[src/rtl/ram32x3_arbiter.sv]
// Two-requester arbiter in front of a single-port synchronous 32x3 RAM.
// Define RAM32X3_ARBITER_FIXED_PRIO_EN for fixed priority (requester 0 wins); default is round-robin.
module ram32x3_arbiter #(
    parameter int ADDR_W = 5,
    parameter int DATA_W = 3
) (
    input  logic              clk,
    input  logic              reset,
    input  logic              req0,
    input  logic              req1,
    input  logic              we0,
    input  logic              we1,
    input  logic [ADDR_W-1:0] addr0,
    input  logic [ADDR_W-1:0] addr1,
    input  logic [DATA_W-1:0] wdata0,
    input  logic [DATA_W-1:0] wdata1,
    output logic              gnt0,
    output logic              gnt1,
    output logic              rvalid0,
    output logic              rvalid1,
    output logic [DATA_W-1:0] rdata,
    output logic              busy,
    output logic [ADDR_W-1:0] ram_addr,
    output logic [DATA_W-1:0] ram_din,
    output logic              ram_we,
    input  logic [DATA_W-1:0] ram_dout
);

    typedef enum logic [1:0] {IDLE, ACC, RD} state_t;

    state_t state;
    logic   winner;
    logic   pick1;

`ifdef RAM32X3_ARBITER_FIXED_PRIO_EN
    always_comb begin
        pick1 = ~req0;
    end
`else
    logic last;

    // Last-winner pointer; resets to 1 so requester 0 wins the first contention.
    always_ff @(posedge clk) begin
        if (reset) begin
            last <= 1'b1;
        end else if (state == IDLE && (req0 || req1)) begin
            last <= pick1;
        end
    end

    always_comb begin
        if (req0 && req1) begin
            pick1 = ~last;
        end else begin
            pick1 = req1;
        end
    end
`endif

    always_ff @(posedge clk) begin
        if (reset) begin
            state    <= IDLE;
            winner   <= 1'b0;
            gnt0     <= 1'b0;
            gnt1     <= 1'b0;
            rvalid0  <= 1'b0;
            rvalid1  <= 1'b0;
            busy     <= 1'b0;
            ram_addr <= '0;
            ram_din  <= '0;
            ram_we   <= 1'b0;
        end else begin
            gnt0    <= 1'b0;
            gnt1    <= 1'b0;
            rvalid0 <= 1'b0;
            rvalid1 <= 1'b0;
            ram_we  <= 1'b0;
            case (state)
                IDLE: begin
                    if (req0 || req1) begin
                        winner   <= pick1;
                        ram_addr <= pick1 ? addr1 : addr0;
                        ram_din  <= pick1 ? wdata1 : wdata0;
                        ram_we   <= pick1 ? we1 : we0;
                        gnt0     <= ~pick1;
                        gnt1     <= pick1;
                        busy     <= 1'b1;
                        state    <= ACC;
                    end else begin
                        busy <= 1'b0;
                    end
                end
                ACC: begin
                    // ram_we still carries this access's direction during ACC.
                    if (ram_we) begin
                        busy  <= 1'b0;
                        state <= IDLE;
                    end else begin
                        rvalid0 <= ~winner;
                        rvalid1 <= winner;
                        busy    <= 1'b1;
                        state   <= RD;
                    end
                end
                RD: begin
                    busy  <= 1'b0;
                    state <= IDLE;
                end
                default: begin
                    busy  <= 1'b0;
                    state <= IDLE;
                end
            endcase
        end
    end

    // The RAM output lands in the RD cycle, so read data is forwarded, not registered.
    always_comb begin
        if (rvalid0 || rvalid1) begin
            rdata = ram_dout;
        end else begin
            rdata = '0;
        end
    end

endmodule
[config.mk]
export PLATFORM = sky130hd
export DESIGN_NAME = ram32x3_arbiter
export DESIGN_NICKNAME = d
export VERILOG_FILES = /design/src/rtl/ram32x3_arbiter.sv
export SDC_FILE = /design/constraint.sdc
export NUM_CORES = 1
export LEC_CHECK = 0
export BUFFER_PORTS_ARGS = -buffer_cell sky130_fd_sc_hd__buf_2
export CAP_MARGIN = 15
export CORE_MARGIN = 3
export CORE_UTILIZATION = 25
export DETAILED_ROUTE_END_ITERATION = 10
export GPL_TIMING_DRIVEN = 0
export REMOVE_ABC_BUFFERS = 1
export SLEW_MARGIN = 20
export SYNTH_ARGS = -nofsm -noshare
export SYNTH_HDL_FRONTEND = slang
export SYNTH_SLANG_ARGS = --single-unit
[constraint.sdc]
create_clock -name clk -period 2.2 [get_ports clk]
set_input_delay 0.33 -clock clk [delete_from_list [all_inputs] [get_ports clk]]
set_output_delay 0.33 -clock clk [all_outputs]
set_load 0.1 [all_outputs]
After elaboration in Yosys (flattened, before gate mapping). Index checks and enable logic that the tools add are counted.

Equal/unequal tests: 2. Muxes and demuxes: 11. Bitwise gates (word level): 6. Reductions and logical operators: 8.

Operators by type and width (count): 3-bit 2-to-1 mux (2); 1-bit inverter (6); 3-bit OR reduction (2); 5-bit 2-to-1 mux (1); 1-bit 2-to-1 mux (4); 2-bit 2-to-1 mux (2); 2-bit one-hot mux with 2 select lines (1); 2-bit by 1-bit == test with 1-bit output (second input constant) (1); 1-bit logical AND (2); 2-bit zero test (1); 1-bit logical OR (2); 2-bit by 1-bit inequality test with 1-bit output (second input constant) (1); 1-bit one-hot mux with 2 select lines (1); 2-bit AND reduction (1).

Bits in registers: 18.

Depth between registers and ports, before layout.
Depth in word-level cells: 3. Gate-level depth with buffers: 4. Mapped depth without buffers: 4.

Least setup slack after synthesis. No wires, ideal clock.

Path type: reg-to-output. From: reg rvalid1. To: out rdata[0]. Data arrival time: 2485 ps. Data required time: 1870 ps. Slack: -615 ps. Stages on the path, launching flop included: 3. Cell sequence: dfxtp_1 -> nor2_1 -> nor2b_1.

Cells in the longest elaborated chain, start to end: 2.

RTL lines: from (decl) (line 20) `output logic rvalid1,`; from (signal assigned) (line 100) `rvalid1 <= winner;`; 1-bit logical OR (line 119) `if (rvalid0 || rvalid1) begin`; 3-bit 2-to-1 mux (line 119); to (decl) (line 21) `output logic [DATA_W-1:0] rdata,`.

No other way between the ends.

Worst setup path after layout. Ends and elaborated chain as after synthesis.

==> summary.txt <==
Clock network
  • CTS root buf: clkbuf_4
  • CTS Sinks: 18
  • Num CTS Buffers: 3
  • Post-CTS sizing: 0
  • Clock latency on the worst-skew pair: 0.29 ns
  • CTS tree: built
  • H-tree depth: 1
  • Postcts setup bufs: 0
  • CTS max path bufs: 2
  • Clock slew at reported path FFs: 0.10 ns
  • Post-CTS Hold Buffers: 0

Routing
  • Mean number of vias per cell: 4.50
  • DRC violations left: 0
  • Drt first pass iters: 4
  • Total wire length after detailed routing: 1500 um
  • Vias: 589
  • WL/cell: 11.5 um
  • Final antenna-violating net count: 0
  • First DRT Iteration DRCs: 4

Timing
  • Time the worst path needs with I/O delays and setup: 1.55 ns
  • Relative slew slack: 46.7%
  • Final Hold Viols: 0
  • Setup violators final: 0
  • RSZ-0062 raised after global routing: false
  • Hold WS: 0.280 ns
  • Period utilization: 70.4%
  • Highest clock rate: 0.646 GHz
  • Skew final: 0.00336 ns
  • Slew Viols, Final: 0
  • Measured slew at the worst slew-check pin: 0.795 ns

Logic synthesis
  • Syn Inst Count: 59
  • Asr flop ratio synth: 0%
  • Post-synth EDFFs: 0
  • Synth Warn #: 0
  • Mapped cell area: 718 um2
  • Flops & latches, synth: 18
  • Main flop type after synthesis: dfxtp_1
  • Seq/Total Area, Yosys: 50.2%
  • Syn Area/Cell: 12.2 um2
  • Unique cell type count in the Yosys netlist: 19

Final layout
  • Most frequent cells in the layout: 41 x buf_2, 18 x dfxtp_1, 9 x mux2i_1
  • Filler cells: 270
  • Antenna cells: 0
  • Layout cell share with drive strength beyond 1: 55.4%
  • Area occupied by multi-input gates: 319 um2
  • FF+latch area: 360 um2
  • Fin area: 973 um2
  • Final Util: 37.3%
  • Syn-to-layout area delta: 35.5%
  • Non-filler instance count after layout: 131
  • Commonest non-fill, non-tap cell in the layout: buf_2
  • Layout Nets: 127

Setup path
  • Reg2Reg Depth: 3
  • Critical path fanouts, max: 3
  • Crit start category: flop
  • Worst EP required: 1.87 ns
  • Crit path capture type: output pin
  • Worst Setup Path Type: reg2out
  • Worst Path Arrival: 1.22 ns

Die
  • # rows: 18
  • Die area: 3550 um2
  • Die Span Y: 59.6 um
  • Io pins: 42
  • Core area: 2610 um2
  • Die W: 59.6 um
  • Initial core utilization: 27.5%

Run
  • Max-cap violations: 0

Global route
  • Largest net degree at the start of global routing: 14
  • Met2 Resource Use GR: 14.2%
  • First-pass GRT wire length: 2510 um
  • Number of global-route vias before repair: 561
  • Met1 Usage GRT: 11.9%
  • Met3 Usage GRT: 4.79%
  • Total Routing Usage GR: 9.62%
  • Initial antenna violation count: 0
  • Grt peak-use layer: met2
  • GR Overflow Total: 0

Power and ir drop
  • Sw Pwr: 352 uW
  • LEAKAGE: 0.490 nW
  • Switching share of power: 40.3%
  • Clock power share: 23.2%
  • Sequential power share: 42.4%
  • Combinational power share: 34.4%
  • Int Pwr: 522 uW
  • VDD IR-drop max: 453 uV
  • Cell Pwr Density: 897 nW/um2
  • Post-route total power: 873 uW

Placement
  • HPWL after detailed placement: 1140 um
  • Area after DPL: 937 um2
  • GPL Wtd Cong: 0.621
  • IO Port Bufs: 41
  • Inst Count DP: 127

Hold path
  • Min-Delay Path Depth: 3
  • Worst Hold Class: in2reg

Status
  • Outcome: finished clean
## worst paths after layout
| path | slack (ns) | startpoint | endpoint |
|---|---|---|---|
| max | 0.65 | rvalid1 | rdata[0] |
| max reg2reg | 0.73 | last | ram_addr[1] |
| min | 0.28 | we0 | ram_we |
| min reg2reg | 0.44 | winner | rvalid0 |
## per-layer routing
layer | part of all wire, % | routed length (um) | vias up
met5 | 0 | 0 | -
met4 | 0 | 0 | 0
met3 | 14 | 212 | 0
met2 | 41 | 616 | 38
met1 | 45 | 671 | 256
li1 | - | - | 295
## through the flow
step	TNS, ns	setup slack (ns)
detailed placement	0	0.595
floorplan	-1.84	-0.615
global placement	0	0.624
finish	0	0.651
CTS	0	0.617
global route	0	0.542
## layout make-up
type                       instances  area share (%)
sequential                        18            37.0
inverter                           4            1.54
clock buffer                       4            3.73
tap                               30            3.86
multi-input combinational         34            32.8
timing repair buffer              41            21.1
## cell families (layout without fill, tap and decap cells)
kind of cell | after synthesis | count (layout) | synth area share (%)
flops | 18 | 18 | 50.2
compound gates | 13 | 13 | 21.8
simple gates | 12 | 12 | 10.1
mux | 9 | 9 | 12.5
buf+inv | 7 | 49 | 5.40
## worst max-delay path, cell delays in order, from the launching register on
cell and delay, ns:
dfxtp_1 0.33, nor2_1 0.07, nor2b_1 0.10, buf_2 0.43
## registers in the layout (all words and copies together) (netlist names)
name / flops
ram_addr: 5
winner: 1
rvalid1: 1
gnt0: 1
ram_we: 1
rvalid0: 1
busy: 1
last: 1
ram_din: 3
state: 2
gnt1: 1
## power groups by stage
stage               Sequential (mW)  Combinational, mW  Clock (mW)
floorplan                     0.539             0.0816           0
global placement              0.377              0.301           0
detailed placement            0.377              0.303           0
CTS                           0.371              0.303       0.214
global route                  0.374              0.316       0.232
finish                        0.370              0.301       0.202
## cells in the mapped netlist (2+ instances only)
| cell type | number | area [um2] |
|---|---|---|
| dfxtp_1 | 18 | 360 |
| nor2_1 | 5 | 18.8 |
| o2bb2ai_1 | 2 | 17.5 |
| mux2i_1 | 9 | 90.1 |
| inv_1 | 4 | 15.0 |
| nor2b_1 | 3 | 18.8 |
| o2bb2ai_2 | 6 | 90.1 |
Note: power is estimated with default switching activity, not from simulation.
